### src/rtl/xarb_rr.sv
// rtl/xarb_rr.sv - round-robin, packet-locked N:1 valid/ready arbiter
module xarb_rr #(
    parameter int N_REQ   = 4,
    parameter int D_WIDTH = 16
) (
    input  logic                     clk,
    input  logic                     rstn,
    input  logic [N_REQ-1:0]         vld_s,
    output logic [N_REQ-1:0]         rdy_s,
    input  logic [N_REQ*D_WIDTH-1:0] data_s,
    input  logic [N_REQ-1:0]         last_s,
    output logic                     vld_m,
    input  logic                     rdy_m,
    output logic [D_WIDTH-1:0]       data_m,
    output logic                     last_m,
    output logic [N_REQ-1:0]         gnt_m
);
    localparam int PW = (N_REQ > 1) ? $clog2(N_REQ) : 1;

    typedef enum logic {IDLE, LOCK} state_t;

    state_t           state;
    logic [PW-1:0]    owner;
    logic [PW-1:0]    ptr;
    logic [PW-1:0]    win;
    logic [PW-1:0]    off;
    logic [PW-1:0]    sel;
    logic [PW:0]      sum;
    logic [N_REQ-1:0] rot;
    logic             any_vld;
    logic             active;
    logic             xfer;

    function automatic logic [PW-1:0] wrap_inc(input logic [PW-1:0] x);
        return (x == PW'(N_REQ - 1)) ? '0 : x + PW'(1);
    endfunction

    // Rotate requests so ptr sits at bit 0, take the lowest set bit, then map back.
    always_comb begin
        rot = N_REQ'({vld_s, vld_s} >> ptr);
        off = '0;
        for (int k = N_REQ - 1; k >= 0; k--) begin
            if (rot[k]) off = PW'(k);
        end
        sum = {1'b0, ptr} + {1'b0, off};
        if (sum >= (PW+1)'(N_REQ)) sum = sum - (PW+1)'(N_REQ);
        win = sum[PW-1:0];
    end

    assign any_vld = |vld_s;
    assign sel     = (state == LOCK) ? owner : win;
    assign active  = rstn & ((state == LOCK) | any_vld);

    always_comb begin
        gnt_m  = '0;
        vld_m  = 1'b0;
        data_m = '0;
        last_m = 1'b0;
        for (int i = 0; i < N_REQ; i++) begin
            if (sel == PW'(i)) begin
                gnt_m[i] = active;
                vld_m    = active & vld_s[i];
                data_m   = data_s[i*D_WIDTH +: D_WIDTH];
                last_m   = last_s[i];
            end
        end
    end

    assign rdy_s = gnt_m & {N_REQ{rdy_m}};
    assign xfer  = vld_m & rdy_m;

    always_ff @(posedge clk or negedge rstn) begin
        if (!rstn) begin
            state <= IDLE;
            owner <= '0;
            ptr   <= '0;
        end else begin
            case (state)
                IDLE: begin
                    if (any_vld) begin
                        if (xfer && last_m) begin
                            ptr <= wrap_inc(win);
                        end else begin
                            state <= LOCK;
                            owner <= win;
                        end
                    end
                end
                LOCK: begin
                    if (xfer && last_m) begin
                        state <= IDLE;
                        ptr   <= wrap_inc(owner);
                    end
                end
                default: state <= IDLE;
            endcase
        end
    end
endmodule

### config.mk
export PLATFORM = sky130hd
export DESIGN_NAME = xarb_rr
export DESIGN_NICKNAME = d
export VERILOG_FILES = /design/src/rtl/xarb_rr.sv
export SDC_FILE = /design/constraint.sdc
export NUM_CORES = 1
export LEC_CHECK = 0
export CORE_MARGIN = 2
export CORE_UTILIZATION = 35
export CTS_CLUSTER_DIAMETER = 120
export DETAILED_ROUTE_END_ITERATION = 10
export HOLD_SLACK_MARGIN = 0.06
export PLACE_DENSITY = 0.85
export SETUP_SLACK_MARGIN = 0.02
export SYNTH_ARGS = -nofsm -noshare
export SYNTH_HDL_FRONTEND = slang
export SYNTH_SLANG_ARGS = --single-unit
### constraint.sdc
create_clock -name clk -period 5.4 [get_ports clk]
set_clock_uncertainty 0.05 [all_clocks]
set_input_delay 0.81 -clock clk [delete_from_list [all_inputs] [get_ports clk]]
set_output_delay 0.81 -clock clk [all_outputs]
set_load 0.03 [all_outputs]
==> summary.md <==
| Metric | Value |
|---|---|
| Combinational share of power | `90.5%` |
| Min cycle time layout | `5.11 ns` |
| Port bufs | `100` |
| Reg clk slew, reported paths | `0.04 ns` |
| Kind of critical path | `in -> out` |
| Worst-margin pin slew | `0.628 ns` |
| Top-area cell type share of the netlist area | `21.4%` |
| Register area share after synthesis | `10.0%` |
| Placeable Area | `3390 um^2` |
| Die width | `63.7 um` |
| Post-route ant nets | `0` |
| Syn Inst Count | `197` |
| Vias/cell | `5.11` |
| Post-Syn Nets | `273` |
| CTS root buf | `clkbuf_4` |
| Largest fanout on the critical path | `13` |
| Iter 0 DRT Violations | `145` |
| Clock buffer depth | `2` |
| Worst Path Arrival | `4.25 ns` |
| Routed length per instance | `12.9 um` |
| Post-CTS Setup Inserts | `0` |
| P_int | `0.664 mW` |
| Total Routing Usage GR | `21.5%` |
| Share of cells above drive strength 1 | `9.31%` |
| Hold Crit Class | `reg -> reg` |
| Slew HR | `58.1%` |
| Hold buffers post-CTS | `0` |
| CTS tree | `yes` |
| Most common cell after layout, fill and taps aside | `clkdlybuf4s50_1` |
| Top-level port count | `101` |
| DR vias | `1,718` |
| PnR worst setup slack | `0.289 ns` |
| CTS H-tree depth | `1` |
| Max Fclk | `0.196 GHz` |
| Setup violations, final | `0` |
| CP required | `4.54 ns` |
| Die Y-Extent | `63.7 um` |
| Worst vdd ir | `0.347 mV` |
| Most frequent cells in the layout | `clkdlybuf4s50_1, nand2_1, a31oi_1` |
| First-pass GRT wire length | `7.15 mm` |
| Count of cell types in the netlist | `41` |
| Fin. Hold Viols | `0` |
| Synth Register Bits | `5` |
| Antenna diode count | `0` |
| Worst slack, placed | `0.300 ns` |
| Synthesis Warnings | `0` |
| Status | `finished, final reports clean` |
| Largest net degree at the start of global routing | `39` |
| RSZ-0062 raised after global routing | `no` |
| Clock Latency Late Sink | `0.25 ns` |
| Synth top area cells | `nand2_1, dfrtp_1, a31oi_1, and3_1, mux2i_1` |
| CP Launch Type | `primary input` |
| # DRC | `0` |
| DPL Wire Length | `3.33 mm` |
| Initial Util | `36.8%` |
| Vias in the first global route | `1,621` |
| Flop pwr share | `6.5%` |
| Pleak | `0.962 nW` |
| Slew Limit Fails | `0` |
| Sw Ratio | `54.9%` |
| Post-cts resize count | `0` |
| Pwr per Cell Area | `647 nW/um^2` |
| Leading area contributor after synthesis | `nand2_1` |
| Syn-to-layout area delta | `82.6%` |
| Die area | `4050 um^2` |
| Hold Worst Slack | `0.567 ns` |
| CP Capture Type | `primary output` |
| Clock sink count | `5` |
| FP Rows | `21` |
| Period utilisation layout | `94.7%` |
| Antenna violations before repair | `0` |
| Switching power | `0.808 mW` |
| Max-cap violations | `0` |
| Avg Synthesized Cell Area | `6.33 um^2` |
| Final design utilization | `67.1%` |
| Setup TNS | `0 ns` |
| TritonCTS buffer count | `3` |
| Share of power burned in the clock network | `3.0%` |
| GP Congestion | `0.809` |
| 1st-pass router iterations | `4` |
| Grt ovf | `0` |
| Routed WL | `4.32 mm` |
| Synthesized cell area | `1250 um^2` |
| Nets | `367` |
layer usage:
metal | vias to the layer above | global-route usage, % | wire, um
li1 | 862 | - | -
met1 | 774 | 25.9 | 1840
met2 | 73 | 36.2 | 2080
met3 | 9 | 4.64 | 308
met4 | 0 | 9.78 | 90
met5 | - | 0 | 0
cells in the mapped netlist:
master         instances
nor2_1                13
or2b_2                 1
and2b_1                1
a211oi_1               1
a21oi_1                2
inv_1                  1
and2_2                 1
and3_1                17
or3b_1                 1
o21a_1                 1
and2b_2                2
nand2b_1               1
xnor2_1                3
a21o_4                 1
nor3b_1                3
dfrtp_1                5
o211ai_1               1
dlygate4sd3_1          1
clkbuf_1              10
mux2_2                 4
o211ai_2               1
buf_4                  2
nor4_1                 1
ha_1                   1
mux2_4                 3
o21ai_2                2
nand3b_1               1
nand4_1                2
o22ai_1                1
nor2b_1                3
a31oi_1               18
buf_6                  3
or2_1                  1
a221oi_1               1
nand2_1               71
nor3_1                 1
or2_2                  1
o21ai_0                1
mux2i_1                9
nand3_1                3
clkbuf_8               1
logic make-up after synthesis:
kind of cell,share of synthesized area (%)
AOI/OAI and AO/OA,16.9
xor gates and xnor gates,2.11
adders and majority gates,1.00
buffers and inverters,9.14
DFF,10.0
muxes,14.5
and+or+nand+nor,46.4
critical path: stages:
cell	delay [ns]
clkdlybuf4s50_1	0.63
and2b_2	0.27
a21oi_1	0.11
o22ai_1	0.08
o21a_1	0.18
ha_1	0.18
xnor2_1	0.24
or2b_2	0.32
mux2i_1	0.23
or2_1	0.17
buf_4	0.18
and3_1	0.17
a31oi_1	0.05
clkdlybuf4s50_1	0.62
state kept, by name, summed over array words and instances (netlist names):
name   cells
ptr        2
state      1
owner      2
cell type report:
cell class | count | area (um^2)
Tap cell | 46 | 57.6
Inverter | 1 | 3.75
Multi-Input combinational cell | 174 | 1020
Timing Repair Buffer | 106 | 1040
Sequential cell | 5 | 125
Clock buffer | 4 | 26.3
Fill cell | 303 | 1110
final timing paths:
check                           slack (ns)  startpoint  cells after the start        end
worst max-delay path                  0.29    vld_s[2]                     14  data_m[2]
worst min register to register        0.57    owner[1]                      1   owner[1]
max in group asynchronous             4.15        rstn                      1     ptr[1]
min in group asynchronous             0.83        rstn                      1      state
worst max register to register        2.08      ptr[1]                     14     ptr[0]
worst min-delay path                  0.57    owner[1]                      1   owner[1]
power by group through the flow:
stage,clock (mW),combinational (mW),sequential [mW]
after floorplan,0,0.909,0.0730
after global placement,0,1.32,0.0932
after CTS,0.0450,1.35,0.0942
after detailed placement,0,1.34,0.0951
after global routing,0.0499,1.44,0.100
final,0.0441,1.33,0.0951
stage by stage:
step                instances  area [um^2]  power [mW]
floorplan                 197         1250       0.982
global placement          332         2250        1.42
detailed placement        332         2250        1.43
CTS                       336         2280        1.49
global route              336         2280        1.59
finish                    336         2280        1.47
(Power assumes the default switching activity.)
